**config.mk**
```make
export PLATFORM = sky130hd
export DESIGN_NAME = button_conditioner
export DESIGN_NICKNAME = d
export VERILOG_FILES = /design/src/rtl/button_conditioner_pkg.sv /design/src/rtl/debounce_channel.sv /design/src/rtl/button_conditioner.sv
export SDC_FILE = /design/constraint.sdc
export NUM_CORES = 1
export LEC_CHECK = 0
export BUFFER_PORTS_ARGS = -buffer_cell sky130_fd_sc_hd__buf_4
export CAP_MARGIN = 20
export CORE_MARGIN = 2
export CORE_UTILIZATION = 50
export DETAILED_ROUTE_END_ITERATION = 12
export PLACE_DENSITY = 0.76
export SYNTH_ARGS = -nofsm -noshare
export SYNTH_HDL_FRONTEND = slang
export SYNTH_SLANG_ARGS = --single-unit
```
**constraint.sdc**
```tcl
create_clock -name clk -period 3.7 [get_ports clk]
set_input_delay 0.37 -clock clk [delete_from_list [all_inputs] [get_ports clk]]
set_output_delay 0.37 -clock clk [all_outputs]
set_load 0.01 [all_outputs]
```
**src/rtl/button_conditioner_pkg.sv**
```systemverilog
// Shared constants and helpers for the push-button conditioner: channel
// priority indices, default debounce sizing and the pulse arbiter grant.
package button_conditioner_pkg;

  localparam int NUM_BTN = 3;

  // Pulse priority: higher index wins arbitration.
  localparam int LEFT   = 2;
  localparam int RIGHT  = 1;
  localparam int CENTER = 0;

  // 10 ms at 50 MHz.
  localparam int DEFAULT_DEBOUNCE_CYCLES = 500000;
  localparam int DEFAULT_CNT_W           = 19;

  typedef logic [NUM_BTN-1:0] btn_vec_t;

  // WARM0/WARM1 let the synchronizer fill with real samples after reset;
  // ARMING waits for a stable release before any press may be reported.
  typedef enum logic [1:0] {
    CH_WARM0,
    CH_WARM1,
    CH_ARMING,
    CH_ACTIVE
  } ch_state_t;

  function automatic btn_vec_t priority_grant(input btn_vec_t req);
    btn_vec_t grant;
    grant = '0;
    if (req[LEFT])        grant[LEFT]   = 1'b1;
    else if (req[RIGHT])  grant[RIGHT]  = 1'b1;
    else if (req[CENTER]) grant[CENTER] = 1'b1;
    return grant;
  endfunction

endpackage

```
**src/rtl/debounce_channel.sv**
```systemverilog
// One button channel: polarity fix, 2-flop synchronizer, stability counter,
// debounced level and a press strobe valid on the edge the level rises.
module debounce_channel
  import button_conditioner_pkg::*;
#(
  parameter int DEBOUNCE_CYCLES = DEFAULT_DEBOUNCE_CYCLES,
  parameter int CNT_W           = DEFAULT_CNT_W,
  parameter bit ACTIVE_LOW      = 1'b1
) (
  input  logic clk,
  input  logic rst,
  input  logic raw,
  output logic lvl,
  output logic press
);

  localparam logic [CNT_W-1:0] CNT_LAST = CNT_W'(DEBOUNCE_CYCLES - 1);

  logic             raw_pressed;
  logic             sync_q1;
  logic             sync_q2;
  logic             d_q;
  logic [CNT_W-1:0] cnt_q;
  ch_state_t        state_q;

  assign raw_pressed = ACTIVE_LOW ? ~raw : raw;

  // NOTE: non-blocking assignments make the two flops sample pre-edge values,
  // giving a genuine two-stage chain instead of one collapsed flop.
  always_ff @(posedge clk or posedge rst) begin
    if (rst) begin
      sync_q1 <= 1'b0;
      sync_q2 <= 1'b0;
    end else begin
      sync_q1 <= raw_pressed;
      sync_q2 <= sync_q1;
    end
  end

  // Strobe is combinational so the arbiter's pending bit sets on the same
  // edge that d_q rises.
  assign press = (state_q == CH_ACTIVE) && sync_q2 && !d_q && (cnt_q == CNT_LAST);

  always_ff @(posedge clk or posedge rst) begin
    if (rst) begin
      state_q <= CH_WARM0;
      cnt_q   <= '0;
      d_q     <= 1'b0;
    end else begin
      case (state_q)
        CH_WARM0: state_q <= CH_WARM1;
        CH_WARM1: state_q <= CH_ARMING;
        CH_ARMING: begin
          // A button held through reset must be released stably first.
          if (sync_q2) begin
            cnt_q <= '0;
          end else if (cnt_q == CNT_LAST) begin
            cnt_q   <= '0;
            state_q <= CH_ACTIVE;
          end else begin
            cnt_q <= cnt_q + CNT_W'(1);
          end
        end
        CH_ACTIVE: begin
          if (sync_q2 == d_q) begin
            cnt_q <= '0;
          end else if (cnt_q == CNT_LAST) begin
            d_q   <= sync_q2;
            cnt_q <= '0;
          end else begin
            cnt_q <= cnt_q + CNT_W'(1);
          end
        end
        default: state_q <= CH_WARM0;
      endcase
    end
  end

  assign lvl = d_q;

endmodule

```
**src/rtl/button_conditioner.sv**
```systemverilog
// Debounces three raw push-buttons and serializes their press events into
// one-cycle, mutually exclusive pulses (left > right > center).
module button_conditioner
  import button_conditioner_pkg::*;
#(
  parameter int DEBOUNCE_CYCLES = DEFAULT_DEBOUNCE_CYCLES,
  parameter int CNT_W           = DEFAULT_CNT_W,
  parameter bit ACTIVE_LOW      = 1'b1
) (
  input  logic clk,
  input  logic rst,
  input  logic btn_left_raw,
  input  logic btn_right_raw,
  input  logic btn_center_raw,
  output logic left,
  output logic right,
  output logic center,
  output logic left_lvl,
  output logic right_lvl,
  output logic center_lvl
);

  btn_vec_t raw_vec;
  btn_vec_t press_vec;
  btn_vec_t lvl_vec;
  btn_vec_t pending_q;
  btn_vec_t grant;

  assign raw_vec[LEFT]   = btn_left_raw;
  assign raw_vec[RIGHT]  = btn_right_raw;
  assign raw_vec[CENTER] = btn_center_raw;

  for (genvar i = 0; i < NUM_BTN; i++) begin : g_chan
    debounce_channel #(
      .DEBOUNCE_CYCLES(DEBOUNCE_CYCLES),
      .CNT_W          (CNT_W),
      .ACTIVE_LOW     (ACTIVE_LOW)
    ) u_chan (
      .clk  (clk),
      .rst  (rst),
      .raw  (raw_vec[i]),
      .lvl  (lvl_vec[i]),
      .press(press_vec[i])
    );
  end

  assign grant = priority_grant(pending_q);

  // NOTE: reset clears pending, so a press in flight when reset hits is dropped.
  always_ff @(posedge clk or posedge rst) begin
    if (rst) begin
      pending_q <= '0;
      left      <= 1'b0;
      right     <= 1'b0;
      center    <= 1'b0;
    end else begin
      // OR after the clear: a new press on the bit being granted survives.
      pending_q <= (pending_q & ~grant) | press_vec;
      left      <= grant[LEFT];
      right     <= grant[RIGHT];
      center    <= grant[CENTER];
    end
  end

  assign left_lvl   = lvl_vec[LEFT];
  assign right_lvl  = lvl_vec[RIGHT];
  assign center_lvl = lvl_vec[CENTER];

endmodule

```
# Word-level counts from Yosys, hierarchy flattened
# Index checks and enable logic that the tools add are counted.
# W data, S select, Z words.
# totals
register_bits	78
inputBits	5
out_inout_bits	6
elab_cells	105
# classes
add_sub_neg	3
eq_ne	21
mux	26
bitwise_logic	9
n_reduce_logical	27
# ops
operator	n
$mux W19	9
$pmux W19 S2	3
$add A19 B1 Y19 const B	3
$eq A19 B19 Y1 const B	3
$pmux W2 S3	3
$reduce_and A3 Y1	6
$mux W2	7
$eq A2 B2 Y1 const B	6
$logic_and A1 B1 Y1	9
$reduce_bool A3 Y1	3
$eq A2 B1 Y1 const B	3
$logic_not A2 Y1	3
$ne A2 B1 Y1 const B	3
$ne A2 B2 Y1 const B	3
$not A1 Y1	6
$reduce_bool A2 Y1	3
$mux W1	4
$and A3 B3 Y3	1
$eq A1 B1 Y1	3
$logic_not A1 Y1	3
$not A3 Y3	1
$or A3 B3 Y3	1

# Longest topological paths before layout
# Gate-level depths: netlist of the first run.
# logic_depth
ltp_word	6
ltp_mapped	7
depth_no_buf	7

# Modules after synthesis
# From an unflattened synthesis of the first run, not the netlist that was laid out.
# hier_totals
cells_unflattened	420
area_unflattened_um2	4306.6
# modules_own_cells
mod	n_inst	cells_per_inst	area_each_um2	seq_area_each_um2
debounce_channel at g_chan[1].u_chan ...	2	136	1390.1	600.6
debounce_channel at g_chan[0].u_chan	1	136	1336.3	600.6
button_conditioner	1	12	190.2	150.1

# Least setup slack after synthesis of the first run
# No wires, ideal clock.
# synth_path
kind	reg2reg
start	reg g_chan[0].u_chan.cnt_q[6]
end	reg g_chan[0].u_chan.d_q
setup_ns	0.125
arrival_time_ns	1.875
required_time_ns	3.575
slack_ns	1.701
path_stages_with_launch	5
path_buffers	0
synth_period_minus_slack_ns	1.999
cell_sequence	dfrtp_1 or4b_1 or4_4 nor2_1 mux2_2
# synth_between
elab_chain_len	2
# synth_lines
item	line	source
start: declaration	debounce_channel.sv:23	logic [CNT_W-1:0] cnt_q;
start signal: assignment	debounce_channel.sv:61	cnt_q <= cnt_q + CNT_W'(1);
start signal: assignment	debounce_channel.sv:71	cnt_q <= cnt_q + CNT_W'(1);
$eq A19 B19 Y1	debounce_channel.sv:67	end else if (cnt_q == CNT_LAST) begin
$reduce_and A3 Y1 (no source line)	-	
end signal: assignment	debounce_channel.sv:68	d_q <= sync_q2;
end: declaration	debounce_channel.sv:22	logic d_q;
# No other way between the ends.
# A chain may end at the register's enable or synchronous reset.

# Worst setup path after layout of the first run
# layout_path
start	reg g_chan[1].u_chan.state_q[0]
end	reg g_chan[1].u_chan.cnt_q[9]
# layout_between
elab_chain_len	2
word_cells_on_any_way	4
classes_between	2 x eq/ne; 1 x mux; 1 x reduce/logical
# layout_lines
item	line	source
start: declaration	debounce_channel.sv:24	ch_state_t state_q;
start signal: assignment	debounce_channel.sv:46	state_q <= CH_WARM0;
start signal: assignment	debounce_channel.sv:51	CH_WARM0: state_q <= CH_WARM1;
start signal: assignment	debounce_channel.sv:52	CH_WARM1: state_q <= CH_ARMING;
$eq A2 B2 Y1	debounce_channel.sv:50	case (state_q)
$pmux W19 S2 or $reduce_bool A2 Y1 (tied branches)	-	
end signal: assignment	debounce_channel.sv:61	
end signal: assignment	debounce_channel.sv:71	
end: declaration	debounce_channel.sv:23	
# Parallel ways exist; a longest one is shown, timed or not.

==> flow_summary.html, run 1 <==
<table>
<tr><th>Metric</th><th>Value</th></tr>
<tr><th colspan="2">Outcome</th></tr>
<tr><td>Result of the run</td><td>completed</td></tr>
<tr><th colspan="2">Placed design</th></tr>
<tr><td>Placed cell area</td><td>just over 4000 µm²</td></tr>
<tr><td>GP Congestion</td><td>a little under 0.9</td></tr>
<tr><td>Dpl hpwl</td><td>4.73 mm</td></tr>
<tr><td>Count of buffers inserted at the top-level ports</td><td>10</td></tr>
<tr><th colspan="2">Power</th></tr>
<tr><td>Portion of total power attributed to the clock network</td><td>~40%</td></tr>
<tr><td>Power per unit of standard cell area</td><td>~360 nW/µm²</td></tr>
<tr><td>Switching component of the power</td><td>0.000350 W</td></tr>
<tr><td>Combinational cell fraction of total power</td><td>3.8%</td></tr>
<tr><td>Switching Share</td><td>22.4%</td></tr>
<tr><td>Leakage</td><td>about 1.9 nW</td></tr>
<tr><td>Worst IR Drop VDD</td><td>about 190 µV</td></tr>
<tr><td>Share of power burned in registers</td><td>56.1%</td></tr>
<tr><td>Cell internal pwr</td><td>around 0.0012 W</td></tr>
<tr><th colspan="2">Floorplan</th></tr>
<tr><td>Die Span Y</td><td>92.5 µm</td></tr>
<tr><td>Overall die width</td><td>between 90 and 100 µm</td></tr>
<tr><td>Placeable core region</td><td>~7600 µm²</td></tr>
<tr><td>Number of I/O pins</td><td>11</td></tr>
<tr><td>Num rows</td><td>32</td></tr>
<tr><td>Die Outline Area</td><td>around 8600 µm²</td></tr>
<tr><td>Starting density of the core</td><td>about half</td></tr>
<tr><th colspan="2">Global routing</th></tr>
<tr><td>Via count of the first global-routing pass</td><td>between 2000 and 3000</td></tr>
<tr><td>Antenna violations before repair</td><td>0</td></tr>
<tr><td>GR Overflow Total</td><td>0</td></tr>
<tr><td>First-pass GRT wire length</td><td>roughly 12 mm</td></tr>
<tr><td>GR Util All Layers</td><td>between 15 and 20%</td></tr>
<tr><td>Largest net degree at the start of global routing</td><td>between 60 and 70</td></tr>
<tr><th colspan="2">Clock tree</th></tr>
<tr><td>Clock tree from TritonCTS</td><td>done</td></tr>
<tr><td>Inserted Clock Buffers</td><td>9</td></tr>
<tr><td>Depth of the CTS H-tree</td><td>3</td></tr>
<tr><td>Clock-pin slew reported for the worst setup and hold paths after clock tree synthesis</td><td>approximately 90 ps</td></tr>
<tr><td>Maximum clock path buffer count</td><td>2</td></tr>
<tr><td>Count of instances resized after the clock tree is built</td><td>0</td></tr>
<tr><td>Clock latency reported for the late side of the worst-skew pair</td><td>350 ps</td></tr>
<tr><td>CTS Sinks</td><td>78</td></tr>
<tr><td>Clk root buf</td><td>sky130_fd_sc_hd__clkbuf_8</td></tr>
<tr><th colspan="2">Logic synthesis</th></tr>
<tr><td>Number of distinct library cells after synthesis</td><td>50</td></tr>
<tr><td>Post-synth top flop</td><td>sky130_fd_sc_hd__dfrtp_1</td></tr>
<tr><td>Number of flops mapped to enable cells by yosys</td><td>0</td></tr>
<tr><td>Share of synthesized registers carrying an async set or reset</td><td>100%</td></tr>
<tr><td>Sequential fraction of the synthesis area</td><td>between 40% and 50%</td></tr>
<tr><td>Post-synthesis net count</td><td>between 400 and 500</td></tr>
<tr><td>Number of register bits inferred by synthesis</td><td>78</td></tr>
<tr><td>Yosys Warn Count</td><td>0</td></tr>
<tr><td>Cell area after technology mapping</td><td>between 3000 and 4000 µm²</td></tr>
<tr><td>Synthesized instance count</td><td>386</td></tr>
<tr><td>Average cell area after synthesis</td><td>between 10 and 15 µm²</td></tr>
<tr><th colspan="2">Timing</th></tr>
<tr><td>Slew Viols, Final</td><td>0</td></tr>
<tr><td>Tmin final</td><td>between 2000 and 2500 ps</td></tr>
<tr><td>Tightest Pin Transition</td><td>about 810 ps</td></tr>
<tr><td>Unrepaired setup endpoints after global routing</td><td>false</td></tr>
<tr><td>Setup TNS</td><td>0 ps</td></tr>
<tr><td>Highest Clock Rate</td><td>~0.43 GHz</td></tr>
<tr><td>Worst Skew</td><td>about 16 ps</td></tr>
<tr><td>Relative slew slack</td><td>between 40% and 50%</td></tr>
<tr><td>Period utilisation layout</td><td>roughly 62%</td></tr>
<tr><td>Final setup viols</td><td>0</td></tr>
<tr><td>Hold Violations, Final</td><td>0</td></tr>
<tr><th colspan="2">Finish</th></tr>
<tr><td>Post-route cell area</td><td>around 4300 µm²</td></tr>
<tr><td>Total Nets Final</td><td>425</td></tr>
<tr><td>Area growth from synthesis to final layout</td><td>10.4%</td></tr>
<tr><td>Sequential cell area in the final layout</td><td>roughly 2000 µm²</td></tr>
<tr><td>Most common cell after layout, fill and taps aside</td><td>sky130_fd_sc_hd__dfrtp_1</td></tr>
<tr><td>Fraction of layout cells with a size suffix above 1</td><td>between 10% and 20%</td></tr>
<tr><td>Diode count</td><td>0</td></tr>
<tr><td>Number of filler cells placed in the layout</td><td>around 640</td></tr>
<tr><td>Commonest cells after routing, fill and taps aside</td><td>sky130_fd_sc_hd__dfrtp_1, sky130_fd_sc_hd__nor2_1, sky130_fd_sc_hd__xor2_1, sky130_fd_sc_hd__nand3_1, sky130_fd_sc_hd__nand2_1</td></tr>
<tr><td>Combined area of the multi-input logic cells</td><td>between 1500 and 2000 µm²</td></tr>
<tr><th colspan="2">Drt</th></tr>
<tr><td>Number of detailed-route iterations in the first pass</td><td>4</td></tr>
<tr><td>DR iter-0 viols</td><td>roughly 130</td></tr>
<tr><td>DRT antenna net count</td><td>0</td></tr>
<tr><td>Residual DRC</td><td>0</td></tr>
<tr><td>Average routed wire per standard cell</td><td>roughly 13 µm</td></tr>
<tr><td>Via total after detailed routing</td><td>between 2000 and 3000</td></tr>
<tr><td>DR vias/cell</td><td>about 5.4</td></tr>
<tr><td>WL final</td><td>between 6 and 7 mm</td></tr>
<tr><th colspan="2">Worst hold path</th></tr>
<tr><td>Cell depth of the worst hold path</td><td>2</td></tr>
<tr><td>Endpoint of the worst hold-timing path</td><td>g_chan[0].u_chan.sync_q1</td></tr>
<tr><td>Hold path startpoint</td><td>btn_center_raw</td></tr>
<tr><td>Classification of the worst-slack hold path</td><td>in2reg</td></tr>
<tr><th colspan="2">Setup path</th></tr>
<tr><td>Critical-path maximum fanout</td><td>7</td></tr>
<tr><td>Reg-to-reg setup timing slack</td><td>between 1000 and 1500 ps</td></tr>
<tr><td>Ordered list of cells on the worst path</td><td>ha_1, nor2b_1, xor2_1, a21oi_1, o21ai_2, o311ai_0</td></tr>
<tr><td>Register-to-Register Path Depth</td><td>6</td></tr>
<tr><td>Category of the worst setup path capture point</td><td>register</td></tr>
<tr><td>Max stage delay on crit path</td><td>approximately 470 ps</td></tr>
<tr><td>Reg-to-reg startpoint</td><td>g_chan[1].u_chan.state_q[0]</td></tr>
<tr><td>Slowest cell on crit path</td><td>sky130_fd_sc_hd__a21oi_1</td></tr>
<tr><td>Crit path kind</td><td>reg2reg</td></tr>
<tr><td>Capturing point of the worst reg2reg path</td><td>g_chan[1].u_chan.cnt_q[9]</td></tr>
<tr><td>Arrival time of the worst setup path</td><td>2540 ps</td></tr>
<tr><td>Critical path data required time</td><td>between 3000 and 4000 ps</td></tr>
<tr><td>Sort of element at the start of the critical path</td><td>register</td></tr>
<tr><th colspan="2">Flow run</th></tr>
<tr><td>Number of max-cap violations</td><td>0</td></tr>
</table>
-- sequential cells by signal, indices dropped and copies added, names as in the netlist --
signal	flops
pending_q	3
g_chan.u_chan.lvl	3
right	1
g_chan.u_chan.sync_q2	3
g_chan.u_chan.state_q	6
g_chan.u_chan.sync_q1	3
center	1
g_chan.u_chan.cnt_q	57
left	1
-- per-layer routing --
layer / vias to the layer above / routed length [µm] / global-route usage (%)
met5: - / 0 / 0
li1: 1399 / - / -
met1: 1352 / 3390 / 24.3
met4: 0 / 65 / 6.34
met3: 4 / 153 / 3.91
met2: 25 / 3270 / 27.1
-- cell families after synthesis --
group                      Yosys count  share of synthesized area, %
AOI/OAI and AO/OA                   45                          7.48
and+or+nand+nor                    179                          24.2
muxes                                9                          2.40
DFF                                 78                          49.9
adders and majority gates           14                          4.47
buffers and inverters               18                          1.95
xor gates and xnor gates            43                          9.62
-- stage by stage --
stage | setup WS (ps) | hold WS, ps | util (%) | instances | power, W
after global placement | 1510 | 332 | 53.6 | 495 | 0.000948
after floorplan | 1330 | 331 | - | 386 | 0.000932
after detailed placement | 1420 | 335 | 53.6 | 495 | 0.000949
final | 1390 | 156 | 56.5 | 512 | 0.00156
after CTS | 1400 | 139 | 56.1 | 510 | 0.00157
after global routing | 1180 | 140 | 56.5 | 512 | 0.00163
-- worst max path at each step --
stage                           startpoint                          to  cells past startpoint
2_1_floorplan                          rst                      center                      1
3_3_place_gp   g_chan[1].u_chan.state_q[0]   g_chan[1].u_chan.cnt_q[9]                      6
3_5_place_dp   g_chan[1].u_chan.state_q[0]   g_chan[1].u_chan.cnt_q[8]                      6
4_1_cts        g_chan[1].u_chan.state_q[0]   g_chan[1].u_chan.cnt_q[9]                      6
5_1_grt        g_chan[1].u_chan.state_q[0]  g_chan[1].u_chan.cnt_q[14]                      6
6_report       g_chan[1].u_chan.state_q[0]   g_chan[1].u_chan.cnt_q[9]                      6
-- cell usage after synthesis (3+ instances only) --
cell	instances	share of area (%)
sky130_fd_sc_hd__nor4_1	4	0.64
sky130_fd_sc_hd__nand3_1	27	3.5
sky130_fd_sc_hd__mux2i_1	6	1.5
sky130_fd_sc_hd__or4_1	3	0.58
sky130_fd_sc_hd__nor2b_1	4	0.64
sky130_fd_sc_hd__nor3_1	5	0.64
sky130_fd_sc_hd__a31oi_1	3	0.48
sky130_fd_sc_hd__nand2_1	25	2.4
sky130_fd_sc_hd__o21ai_0	20	2.6
sky130_fd_sc_hd__mux2_2	3	0.86
sky130_fd_sc_hd__and4_1	3	0.67
sky130_fd_sc_hd__nand4_1	14	2.2
sky130_fd_sc_hd__nor2_1	56	5.4
sky130_fd_sc_hd__inv_1	14	1.3
sky130_fd_sc_hd__xor2_1	32	7.2
sky130_fd_sc_hd__nor3b_1	3	0.58
sky130_fd_sc_hd__nand2b_1	3	0.48
sky130_fd_sc_hd__ha_1	14	4.5
sky130_fd_sc_hd__or4b_1	3	0.77
sky130_fd_sc_hd__and3_1	8	1.3
sky130_fd_sc_hd__xnor2_1	11	2.5
sky130_fd_sc_hd__or3_1	4	0.64
sky130_fd_sc_hd__nor4b_1	3	0.67
sky130_fd_sc_hd__dfrtp_1	78	50
sky130_fd_sc_hd__a21oi_1	5	0.64
-- critical path, delay by kind of cell, from the launching register on --
| family | cells | cell delay (ps) |
|---|---|---|
| DFF | 1 | 410 |
| AOI/OAI and AO/OA | 3 | 1020 |
| adders and majority gates | 1 | 280 |
| and+or+nand+nor | 1 | 260 |
| xor gates and xnor gates | 1 | 220 |
-- layout make-up --
cell class / count / share of cell area [%]
clock buffers: 11 / 3.27
clock inverters: 4 / 1.10
inverters: 14 / 1.24
multi-input cells: 290 / 43.7
flip-flops and latches: 78 / 45.2
well taps: 102 / 2.95
repair buffers: 13 / 2.61
-- what timing repair did --
action                                 CTS  global route
hold buffers                             0             1
endpoints found under the hold margin    0            17
setup buffers                            0             0
-- power groups by stage --
stage	Sequential, W	Combinational, W	Clock, W
6_report	0.000874	0.0000599	0.000623
5_1_grt	0.000876	0.0000702	0.000685
4_1_cts	0.000874	0.0000582	0.000640
3_5_place_dp	0.000891	0.0000581	0
3_3_place_gp	0.000891	0.0000572	0
2_1_floorplan	0.000888	0.0000440	0
No activity file was read; power rests on OpenSTA's default activity.
==> run 2, diff against run 1 <==
Clock period 3.7 ns to 2.4 ns, I/O delays scaled along.
==> flow_summary.html, run 2 (synthesis gave the netlist of run 1 again) <==
<table>
<tr><th>Metric</th><th>Value</th></tr>
<tr><th colspan="2">Placed design</th></tr>
<tr><td>GP Congestion</td><td>0.891 (was 0.877)</td></tr>
<tr><td>Count of buffers inserted at the top-level ports</td><td>10 (unchanged)</td></tr>
<tr><td>Dpl hpwl</td><td>5.15 mm (was 4.73 mm)</td></tr>
<tr><th colspan="2">Setup path</th></tr>
<tr><td>Arrival time of the worst setup path</td><td>2360 ps (was 2540 ps)</td></tr>
<tr><td>Critical path data required time</td><td>2620 ps (was 3930 ps)</td></tr>
<tr><td>Category of the worst setup path capture point</td><td>register (unchanged)</td></tr>
<tr><td>Crit path kind</td><td>reg2reg (unchanged)</td></tr>
<tr><td>Critical-path maximum fanout</td><td>15 (was 7)</td></tr>
<tr><td>Sort of element at the start of the critical path</td><td>register (unchanged)</td></tr>
<tr><th colspan="2">Timing</th></tr>
<tr><td>Tightest Pin Transition</td><td>627 ps (was 809 ps)</td></tr>
<tr><td>Period utilisation layout</td><td>89.5% (was 62.5%)</td></tr>
<tr><td>Relative slew slack</td><td>57.9% (was 45.6%)</td></tr>
<tr><td>Hold Violations, Final</td><td>0 (unchanged)</td></tr>
<tr><td>Final Hold Slack</td><td>19.5 ps (was 156 ps)</td></tr>
<tr><td>Setup TNS</td><td>0 ps (unchanged)</td></tr>
<tr><td>Slew Viols, Final</td><td>0 (unchanged)</td></tr>
<tr><td>Unrepaired setup endpoints after global routing</td><td>false (unchanged)</td></tr>
<tr><td>Tmin final</td><td>2150 ps (was 2310 ps)</td></tr>
<tr><td>Highest Clock Rate</td><td>0.465 GHz (was 0.433 GHz)</td></tr>
<tr><td>Final setup viols</td><td>0 (unchanged)</td></tr>
<tr><td>Worst Skew</td><td>6.60 ps (was 16.2 ps)</td></tr>
<tr><th colspan="2">Drt</th></tr>
<tr><td>Number of detailed-route iterations in the first pass</td><td>4 (unchanged)</td></tr>
<tr><td>Average routed wire per standard cell</td><td>14.1 µm (was 13.4 µm)</td></tr>
<tr><td>DRT antenna net count</td><td>0 (unchanged)</td></tr>
<tr><td>Residual DRC</td><td>0 (unchanged)</td></tr>
<tr><td>Via total after detailed routing</td><td>2944 (was 2780)</td></tr>
<tr><td>WL final</td><td>7.32 mm (was 6.88 mm)</td></tr>
<tr><td>DR iter-0 viols</td><td>95 (was 133)</td></tr>
<tr><td>DR vias/cell</td><td>5.66 (was 5.43)</td></tr>
<tr><th colspan="2">Global routing</th></tr>
<tr><td>GR Overflow Total</td><td>0 (unchanged)</td></tr>
<tr><td>GR Util All Layers</td><td>19.0% (was 17.5%)</td></tr>
<tr><td>Antenna violations before repair</td><td>0 (unchanged)</td></tr>
<tr><td>Largest net degree at the start of global routing</td><td>50 (was 63)</td></tr>
<tr><td>First-pass GRT wire length</td><td>13.1 mm (was 12.0 mm)</td></tr>
<tr><td>Via count of the first global-routing pass</td><td>2906 (was 2656)</td></tr>
<tr><th colspan="2">Flow run</th></tr>
<tr><td>Number of max-cap violations</td><td>0 (unchanged)</td></tr>
<tr><th colspan="2">Clock tree</th></tr>
<tr><td>Clock tree from TritonCTS</td><td>done (unchanged)</td></tr>
<tr><td>Clock-pin slew reported for the worst setup and hold paths after clock tree synthesis</td><td>80 ps (was 90 ps)</td></tr>
<tr><td>Post-CTS repair timing setup buffer count</td><td>0 (unchanged)</td></tr>
<tr><td>CTS Sinks</td><td>78 (unchanged)</td></tr>
<tr><td>Inserted Clock Buffers</td><td>9 (unchanged)</td></tr>
<tr><td>Clk root buf</td><td>sky130_fd_sc_hd__clkbuf_8 (unchanged)</td></tr>
<tr><td>Clock latency reported for the late side of the worst-skew pair</td><td>350 ps (about the same)</td></tr>
<tr><td>Maximum clock path buffer count</td><td>2 (unchanged)</td></tr>
<tr><td>Depth of the CTS H-tree</td><td>3 (unchanged)</td></tr>
<tr><th colspan="2">Power</th></tr>
<tr><td>Worst IR Drop VDD</td><td>335 µV (was 190 µV)</td></tr>
<tr><td>Power per unit of standard cell area</td><td>574 nW/µm² (was 360 nW/µm²)</td></tr>
<tr><td>Leakage</td><td>1.94 nW (was 1.89 nW)</td></tr>
<tr><th colspan="2">Finish</th></tr>
<tr><td>Largest register by flop count</td><td>g_chan.u_chan.cnt_q (unchanged)</td></tr>
<tr><td>Diode count</td><td>0 (unchanged)</td></tr>
<tr><td>Total Nets Final</td><td>432 (was 425)</td></tr>
<tr><td>Largest registers</td><td>g_chan.u_chan.cnt_q (57), g_chan.u_chan.state_q (6) (unchanged)</td></tr>
<tr><td>Most common cell after layout, fill and taps aside</td><td>sky130_fd_sc_hd__dfrtp_1 (unchanged)</td></tr>
<tr><td>Number of filler cells placed in the layout</td><td>652 (was 637)</td></tr>
<tr><td>Area growth from synthesis to final layout</td><td>12.7% (was 10.4%)</td></tr>
<tr><td>Commonest cells after routing, fill and taps aside</td><td>sky130_fd_sc_hd__dfrtp_1, sky130_fd_sc_hd__nor2_1, sky130_fd_sc_hd__xor2_1, sky130_fd_sc_hd__nand3_1, sky130_fd_sc_hd__nand2_1 (unchanged)</td></tr>
<tr><td>Fraction of layout cells with a size suffix above 1</td><td>12.2% (was 10.0%)</td></tr>
<tr><td>Flip-flop count of the largest register, all copies and words added</td><td>57 (unchanged)</td></tr>
<tr><th colspan="2">Floorplan</th></tr>
<tr><td>Die Span Y</td><td>92.5 µm (unchanged)</td></tr>
<tr><td>Starting density of the core</td><td>51.2% (unchanged)</td></tr>
<tr><td>Die Outline Area</td><td>8550 µm² (unchanged)</td></tr>
<tr><td>Number of I/O pins</td><td>11 (unchanged)</td></tr>
<tr><td>Placeable core region</td><td>7650 µm² (unchanged)</td></tr>
<tr><td>Num rows</td><td>32 (unchanged)</td></tr>
<tr><td>Overall die width</td><td>92.5 µm (unchanged)</td></tr>
<tr><th colspan="2">Worst hold path</th></tr>
<tr><td>Classification of the worst-slack hold path</td><td>in2reg (unchanged)</td></tr>
<tr><th colspan="2">Outcome</th></tr>
<tr><td>Result of the run</td><td>completed (unchanged)</td></tr>
</table>
run 2: changes by cell type in the layout (fill, tap and decap cells not counted), sizes merged:
cell	delta
clkbuf	-1
buf	+7
clkinvlp	+1
bufinv	+1
run 2: metrics by stage:
stage	cell area (µm²)	total power, W	std cells	setup slack (ps)	util [%]
after floorplan	3920	0.00144	386	165	-
after global placement	4180	0.00146	503	170	54.6
after detailed placement	4180	0.00147	503	114	54.6
after CTS	4410	0.00256	520	119	57.6
after global routing	4410	0.00263	520	86.6	57.7
final	4410	0.00253	520	251	57.7
run 2: routing by layer:
metal | routed length (µm) | global-route usage, % | up-vias
met5 | 0 | 0 | -
met4 | 125 | 6.97 | 0
met3 | 294 | 5.13 | 13
met2 | 3600 | 31.6 | 66
met1 | 3300 | 24.0 | 1446
li1 | - | - | 1419
run 2: path summary, 6_finish.rpt:
kind	start	endpoint	slack [ps]	depth (start not counted)
worst max-delay path	g_chan[0].u_chan.cnt_q[6]	g_chan[0].u_chan.cnt_q[12]	250	4
worst min-delay path	btn_right_raw	g_chan[1].u_chan.sync_q1	20	2
worst max register to register	g_chan[0].u_chan.cnt_q[6]	g_chan[0].u_chan.cnt_q[12]	250	4
worst min register to register	g_chan[1].u_chan.sync_q1	g_chan[1].u_chan.sync_q2	360	0
max in group asynchronous	rst	g_chan[2].u_chan.cnt_q[13]	1300	4
min in group asynchronous	rst	g_chan[0].u_chan.sync_q1	480	3
run 2: final cells by class:
class / count / area (µm²) / share of cell area, %
clock buffer: 10 / 138 / 3.12
clock inverter: 6 / 85.1 / 1.93
inverter: 14 / 53.8 / 1.22
multi-input combinational: 290 / 1890 / 42.9
sequential: 78 / 1950 / 44.2
tap: 102 / 128 / 2.89
timing repair buffer: 20 / 165 / 3.74
run 2: repair_timing:
| action | 4_1_cts | 5_1_grt |
|---|---|---|
| hold buffers | 1 | 0 |
| gates resized for setup | 0 | 1 |
| setup endpoints to repair | 0 | 2 |
| hold endpoints to repair | 29 | 0 |
run 2: power breakdown:
| part | internal, W | total, W | switching (W) |
|---|---|---|---|
| sequential | 0.00133 | 0.00135 | 0.0000179 |
| combinational | 0.0000321 | 0.0000951 | 0.0000630 |
| clock | 0.000610 | 0.00109 | 0.000480 |
run 2: critical path, cell delays in order, from the launching register on:
cell and delay [ps]:
sky130_fd_sc_hd__dfrtp_1 440, sky130_fd_sc_hd__or4b_1 520, sky130_fd_sc_hd__or4_4 540, sky130_fd_sc_hd__a21oi_4 400, sky130_fd_sc_hd__nor2_1 120
==> run 3, diff against run 2 <==
Settings changed: SYNTH_HIERARCHICAL set to 1.
==> flow_summary.html, run 3 <==
<table>
<tr><th>Metric</th><th>Value</th></tr>
<tr><th colspan="2">Logic synthesis</th></tr>
<tr><td>Post-synthesis net count</td><td>443 (was 405)</td></tr>
<tr><td>Area fraction of the dominant cell type after synthesis</td><td>45.3% (was 49.9%)</td></tr>
<tr><td>Library cell with the highest instance count after synthesis</td><td>sky130_fd_sc_hd__dfrtp_1 (unchanged)</td></tr>
<tr><td>Share of synthesized registers carrying an async set or reset</td><td>100% (unchanged)</td></tr>
<tr><td>Number of distinct library cells after synthesis</td><td>56 (was 50)</td></tr>
<tr><td>List of most frequent post-synthesis cells</td><td>sky130_fd_sc_hd__dfrtp_1, sky130_fd_sc_hd__nor2_1, sky130_fd_sc_hd__nand2_1 (was sky130_fd_sc_hd__dfrtp_1, sky130_fd_sc_hd__nor2_1, sky130_fd_sc_hd__xor2_1)</td></tr>
<tr><td>Number of flops mapped to enable cells by yosys</td><td>0 (unchanged)</td></tr>
<tr><td>Sequential fraction of the synthesis area</td><td>45.3% (was 49.9%)</td></tr>
<tr><td>Cell area after technology mapping</td><td>4310 µm² (was 3920 µm²)</td></tr>
<tr><td>Post-synth top flop</td><td>sky130_fd_sc_hd__dfrtp_1 (unchanged)</td></tr>
<tr><td>Average cell area after synthesis</td><td>10.3 µm² (was 10.1 µm²)</td></tr>
<tr><td>Area leader, netlist</td><td>sky130_fd_sc_hd__dfrtp_1 (unchanged)</td></tr>
<tr><td>Ranking of synthesized cells by area</td><td>sky130_fd_sc_hd__dfrtp_1, sky130_fd_sc_hd__ha_1, sky130_fd_sc_hd__nor2_1 (was sky130_fd_sc_hd__dfrtp_1, sky130_fd_sc_hd__xor2_1, sky130_fd_sc_hd__nor2_1)</td></tr>
<tr><td>Number of register bits inferred by synthesis</td><td>78 (unchanged)</td></tr>
<tr><td>Yosys Warn Count</td><td>6 (was 0)</td></tr>
<tr><td>Synthesized instance count</td><td>420 (was 386)</td></tr>
<tr><th colspan="2">Finish</th></tr>
<tr><td>Post-route cell area</td><td>4710 µm² (was 4410 µm²)</td></tr>
<tr><td>Layout Utilization</td><td>56.8% (was 57.7%)</td></tr>
<tr><td>Area growth from synthesis to final layout</td><td>9.44% (was 12.7%)</td></tr>
<tr><td>Most common cell after layout, fill and taps aside</td><td>sky130_fd_sc_hd__dfrtp_1 (unchanged)</td></tr>
<tr><td>Total Nets Final</td><td>463 (was 432)</td></tr>
<tr><td>Commonest cells after routing, fill and taps aside</td><td>sky130_fd_sc_hd__dfrtp_1, sky130_fd_sc_hd__nor2_1, sky130_fd_sc_hd__nand2_1, sky130_fd_sc_hd__nand3_1, sky130_fd_sc_hd__inv_1 (was sky130_fd_sc_hd__dfrtp_1, sky130_fd_sc_hd__nor2_1, sky130_fd_sc_hd__xor2_1, sky130_fd_sc_hd__nand3_1, sky130_fd_sc_hd__nand2_1)</td></tr>
<tr><td>Largest registers</td><td>g_chan.u_chan/cnt_q (57), g_chan.u_chan/state_q (6) (was g_chan.u_chan.cnt_q (57), g_chan.u_chan.state_q (6))</td></tr>
<tr><td>Diode count</td><td>0 (unchanged)</td></tr>
<tr><td>Fraction of layout cells with a size suffix above 1</td><td>16.0% (was 12.2%)</td></tr>
<tr><td>Largest register by flop count</td><td>g_chan.u_chan/cnt_q (was g_chan.u_chan.cnt_q)</td></tr>
<tr><td>Flip-flop count of the largest register, all copies and words added</td><td>57 (unchanged)</td></tr>
<tr><th colspan="2">Global routing</th></tr>
<tr><td>GR Overflow Total</td><td>0 (unchanged)</td></tr>
<tr><td>Via count of the first global-routing pass</td><td>3060 (was 2906)</td></tr>
<tr><td>Antenna violations before repair</td><td>0 (unchanged)</td></tr>
<tr><td>Largest net degree at the start of global routing</td><td>25 (was 50)</td></tr>
<tr><td>First-pass GRT wire length</td><td>14.6 mm (was 13.1 mm)</td></tr>
<tr><td>GR Util All Layers</td><td>18.9% (was 19.0%)</td></tr>
<tr><th colspan="2">Timing</th></tr>
<tr><td>Unrepaired setup endpoints after global routing</td><td>false (unchanged)</td></tr>
<tr><td>Final Hold Slack</td><td>25.3 ps (was 19.5 ps)</td></tr>
<tr><td>Relative slew slack</td><td>39.7% (was 57.9%)</td></tr>
<tr><td>Tmin final</td><td>1970 ps (was 2150 ps)</td></tr>
<tr><td>Hold Violations, Final</td><td>0 (unchanged)</td></tr>
<tr><td>Period utilisation layout</td><td>82.0% (was 89.5%)</td></tr>
<tr><td>Setup TNS</td><td>0 ps (unchanged)</td></tr>
<tr><td>Worst Skew</td><td>7.45 ps (was 6.60 ps)</td></tr>
<tr><td>Tightest Pin Transition</td><td>904 ps (was 627 ps)</td></tr>
<tr><td>Highest Clock Rate</td><td>0.508 GHz (was 0.465 GHz)</td></tr>
<tr><td>Final setup viols</td><td>0 (unchanged)</td></tr>
<tr><td>Slew Viols, Final</td><td>0 (unchanged)</td></tr>
<tr><th colspan="2">Floorplan</th></tr>
<tr><td>Placeable core region</td><td>8300 µm² (was 7650 µm²)</td></tr>
<tr><td>Die Outline Area</td><td>9370 µm² (was 8550 µm²)</td></tr>
<tr><td>Overall die width</td><td>96.8 µm (was 92.5 µm)</td></tr>
<tr><td>Starting density of the core</td><td>51.9% (was 51.2%)</td></tr>
<tr><td>Num rows</td><td>33 (was 32)</td></tr>
<tr><td>Number of I/O pins</td><td>11 (unchanged)</td></tr>
<tr><td>Die Span Y</td><td>96.8 µm (was 92.5 µm)</td></tr>
<tr><th colspan="2">Setup path</th></tr>
<tr><td>Crit path kind</td><td>reg2reg (unchanged)</td></tr>
<tr><td>Capturing point of the worst reg2reg path</td><td>pending_q[2] (was g_chan[0].u_chan.cnt_q[12])</td></tr>
<tr><td>Critical-path maximum fanout</td><td>5 (was 15)</td></tr>
<tr><td>CP startpoint</td><td>g_chan[2].u_chan/cnt_q[16] (was g_chan[0].u_chan.cnt_q[6])</td></tr>
<tr><td>Critical path data required time</td><td>2600 ps (was 2620 ps)</td></tr>
<tr><td>Reg-to-reg setup timing slack</td><td>430 ps (was 250 ps)</td></tr>
<tr><td>Arrival time of the worst setup path</td><td>2160 ps (was 2360 ps)</td></tr>
<tr><td>Reg-to-reg startpoint</td><td>g_chan[2].u_chan/cnt_q[16] (was g_chan[0].u_chan.cnt_q[6])</td></tr>
<tr><td>Category of the worst setup path capture point</td><td>register (unchanged)</td></tr>
<tr><td>Sort of element at the start of the critical path</td><td>register (unchanged)</td></tr>
<tr><td>Register-to-Register Path Depth</td><td>5 (was 4)</td></tr>
<tr><td>Capture point of the critical path</td><td>pending_q[2] (was g_chan[0].u_chan.cnt_q[12])</td></tr>
<tr><th colspan="2">Clock tree</th></tr>
<tr><td>Inserted Clock Buffers</td><td>9 (unchanged)</td></tr>
<tr><td>Maximum clock path buffer count</td><td>2 (unchanged)</td></tr>
<tr><td>Clock-pin slew reported for the worst setup and hold paths after clock tree synthesis</td><td>80 ps (about the same)</td></tr>
<tr><td>Clock tree from TritonCTS</td><td>done (unchanged)</td></tr>
<tr><td>Depth of the CTS H-tree</td><td>3 (unchanged)</td></tr>
<tr><td>Clk root buf</td><td>sky130_fd_sc_hd__clkbuf_8 (unchanged)</td></tr>
<tr><td>Clock latency reported for the late side of the worst-skew pair</td><td>350 ps (about the same)</td></tr>
<tr><td>CTS Sinks</td><td>78 (unchanged)</td></tr>
<tr><td>Post-CTS Hold Buffers</td><td>1 (unchanged)</td></tr>
<tr><td>Post-CTS repair timing setup buffer count</td><td>0 (unchanged)</td></tr>
<tr><td>Count of instances resized after the clock tree is built</td><td>0 (unchanged)</td></tr>
<tr><th colspan="2">Power</th></tr>
<tr><td>Leakage</td><td>2.07 nW (was 1.94 nW)</td></tr>
<tr><td>Overall power consumption</td><td>0.00242 W (was 0.00253 W)</td></tr>
<tr><td>Worst IR Drop VDD</td><td>327 µV (was 335 µV)</td></tr>
<tr><td>Power per unit of standard cell area</td><td>513 nW/µm² (was 574 nW/µm²)</td></tr>
<tr><th colspan="2">Drt</th></tr>
<tr><td>Amount of wire on met3 after detailed routing</td><td>195 µm (was 294 µm)</td></tr>
<tr><td>Average routed wire per standard cell</td><td>14.9 µm (was 14.1 µm)</td></tr>
<tr><td>Via total after detailed routing</td><td>3082 (was 2944)</td></tr>
<tr><td>DRT antenna net count</td><td>0 (unchanged)</td></tr>
<tr><td>Number of detailed-route iterations in the first pass</td><td>4 (unchanged)</td></tr>
<tr><td>Length of routed met2 wiring</td><td>3.96 mm (was 3.60 mm)</td></tr>
<tr><td>DR vias/cell</td><td>5.60 (was 5.66)</td></tr>
<tr><td>DR iter-0 viols</td><td>139 (was 95)</td></tr>
<tr><td>Detailed-routing wirelength on met1</td><td>3.97 mm (was 3.30 mm)</td></tr>
<tr><td>WL final</td><td>8.18 mm (was 7.32 mm)</td></tr>
<tr><td>Residual DRC</td><td>0 (unchanged)</td></tr>
<tr><td>Highest routed layer</td><td>met4 (unchanged)</td></tr>
<tr><th colspan="2">Placed design</th></tr>
<tr><td>GP Congestion</td><td>0.835 (was 0.891)</td></tr>
<tr><td>Count of buffers inserted at the top-level ports</td><td>10 (unchanged)</td></tr>
<tr><td>Dpl hpwl</td><td>5.95 mm (was 5.15 mm)</td></tr>
<tr><td>Placed cell area</td><td>4510 µm² (was 4180 µm²)</td></tr>
<tr><th colspan="2">Outcome</th></tr>
<tr><td>Result of the run</td><td>completed (unchanged)</td></tr>
<tr><th colspan="2">Worst hold path</th></tr>
<tr><td>Classification of the worst-slack hold path</td><td>in2reg (unchanged)</td></tr>
<tr><th colspan="2">Flow run</th></tr>
<tr><td>Number of max-cap violations</td><td>0 (unchanged)</td></tr>
</table>
run 3: cell types whose count changed in the layout (fill, tap and decap cells not counted), sizes merged, moves of 8 or more:
cell   delta
o31ai     +8
nand2    +15
inv      +11
nor2     -11
xor2     -18
run 3: worst min-delay path by stage:
stage              startpoint                       end  slack, ps  cells after the start
2_1_floorplan             rst                    center         30                      1
3_3_place_gp              rst              pending_q[2]        200                      2
3_5_place_dp              rst                     right        200                      2
4_1_cts          btn_left_raw  g_chan[2].u_chan/sync_q1          9                      2
5_1_grt        btn_center_raw  g_chan[0].u_chan/sync_q1          3                      2
6_report         btn_left_raw  g_chan[2].u_chan/sync_q1         30                      2
run 3: where the power goes:
| group | switching (W) | internal, W |
|---|---|---|
| combinational | 0.0000722 | 0.0000316 |
| sequential | 0.0000193 | 0.00133 |
| clock | 0.000481 | 0.000483 |
| total | 0.000573 | 0.00184 |
run 3: worst max-delay path, stage by stage, from the launching register on:
cell and delay, ps:
sky130_fd_sc_hd__dfrtp_1 410, sky130_fd_sc_hd__nand3_1 180, sky130_fd_sc_hd__nor4_4 330, sky130_fd_sc_hd__nand4_1 180, sky130_fd_sc_hd__or2_1 280, sky130_fd_sc_hd__nor3b_1 440
run 3: logic make-up (layout without fill, tap and decap cells):
| logic type | after synthesis | after routing | synth area share, % |
|---|---|---|---|
| multiplexers | 9 | 9 | 2.61 |
| AO/OA/AOI/OAI | 55 | 55 | 9.85 |
| XOR/XNOR | 32 | 32 | 6.51 |
| adder cells (fa/ha/maj) | 18 | 18 | 5.23 |
| AND/OR/NAND/NOR | 200 | 200 | 27.9 |
| buffers and inverters | 28 | 53 | 2.53 |
| flip-flops | 78 | 78 | 45.3 |
run 3: layout make-up:
type                       count  area [µm²]
inverter                      23        86.3
fill                         708        3590
clock inverter                 5        58.8
multi-input combinational    314        2250
sequential                    78        1950
clock buffer                  11         131
tap                          105         131
timing repair buffer          14         108
run 3: routing by layer:
layer | GRT usage (%) | up-vias
met4 | 6.39 | 0
met5 | 0 | -
met1 | 25.9 | 1525
met2 | 30.0 | 34
li1 | - | 1519
met3 | 3.83 | 4
run 3: stage by stage:
step           setup WS, ps  cells
3_5_place_dp            440    533
2_1_floorplan           599    420
6_report                432    550
3_3_place_gp            531    533
4_1_cts                 419    550
5_1_grt                 251    550
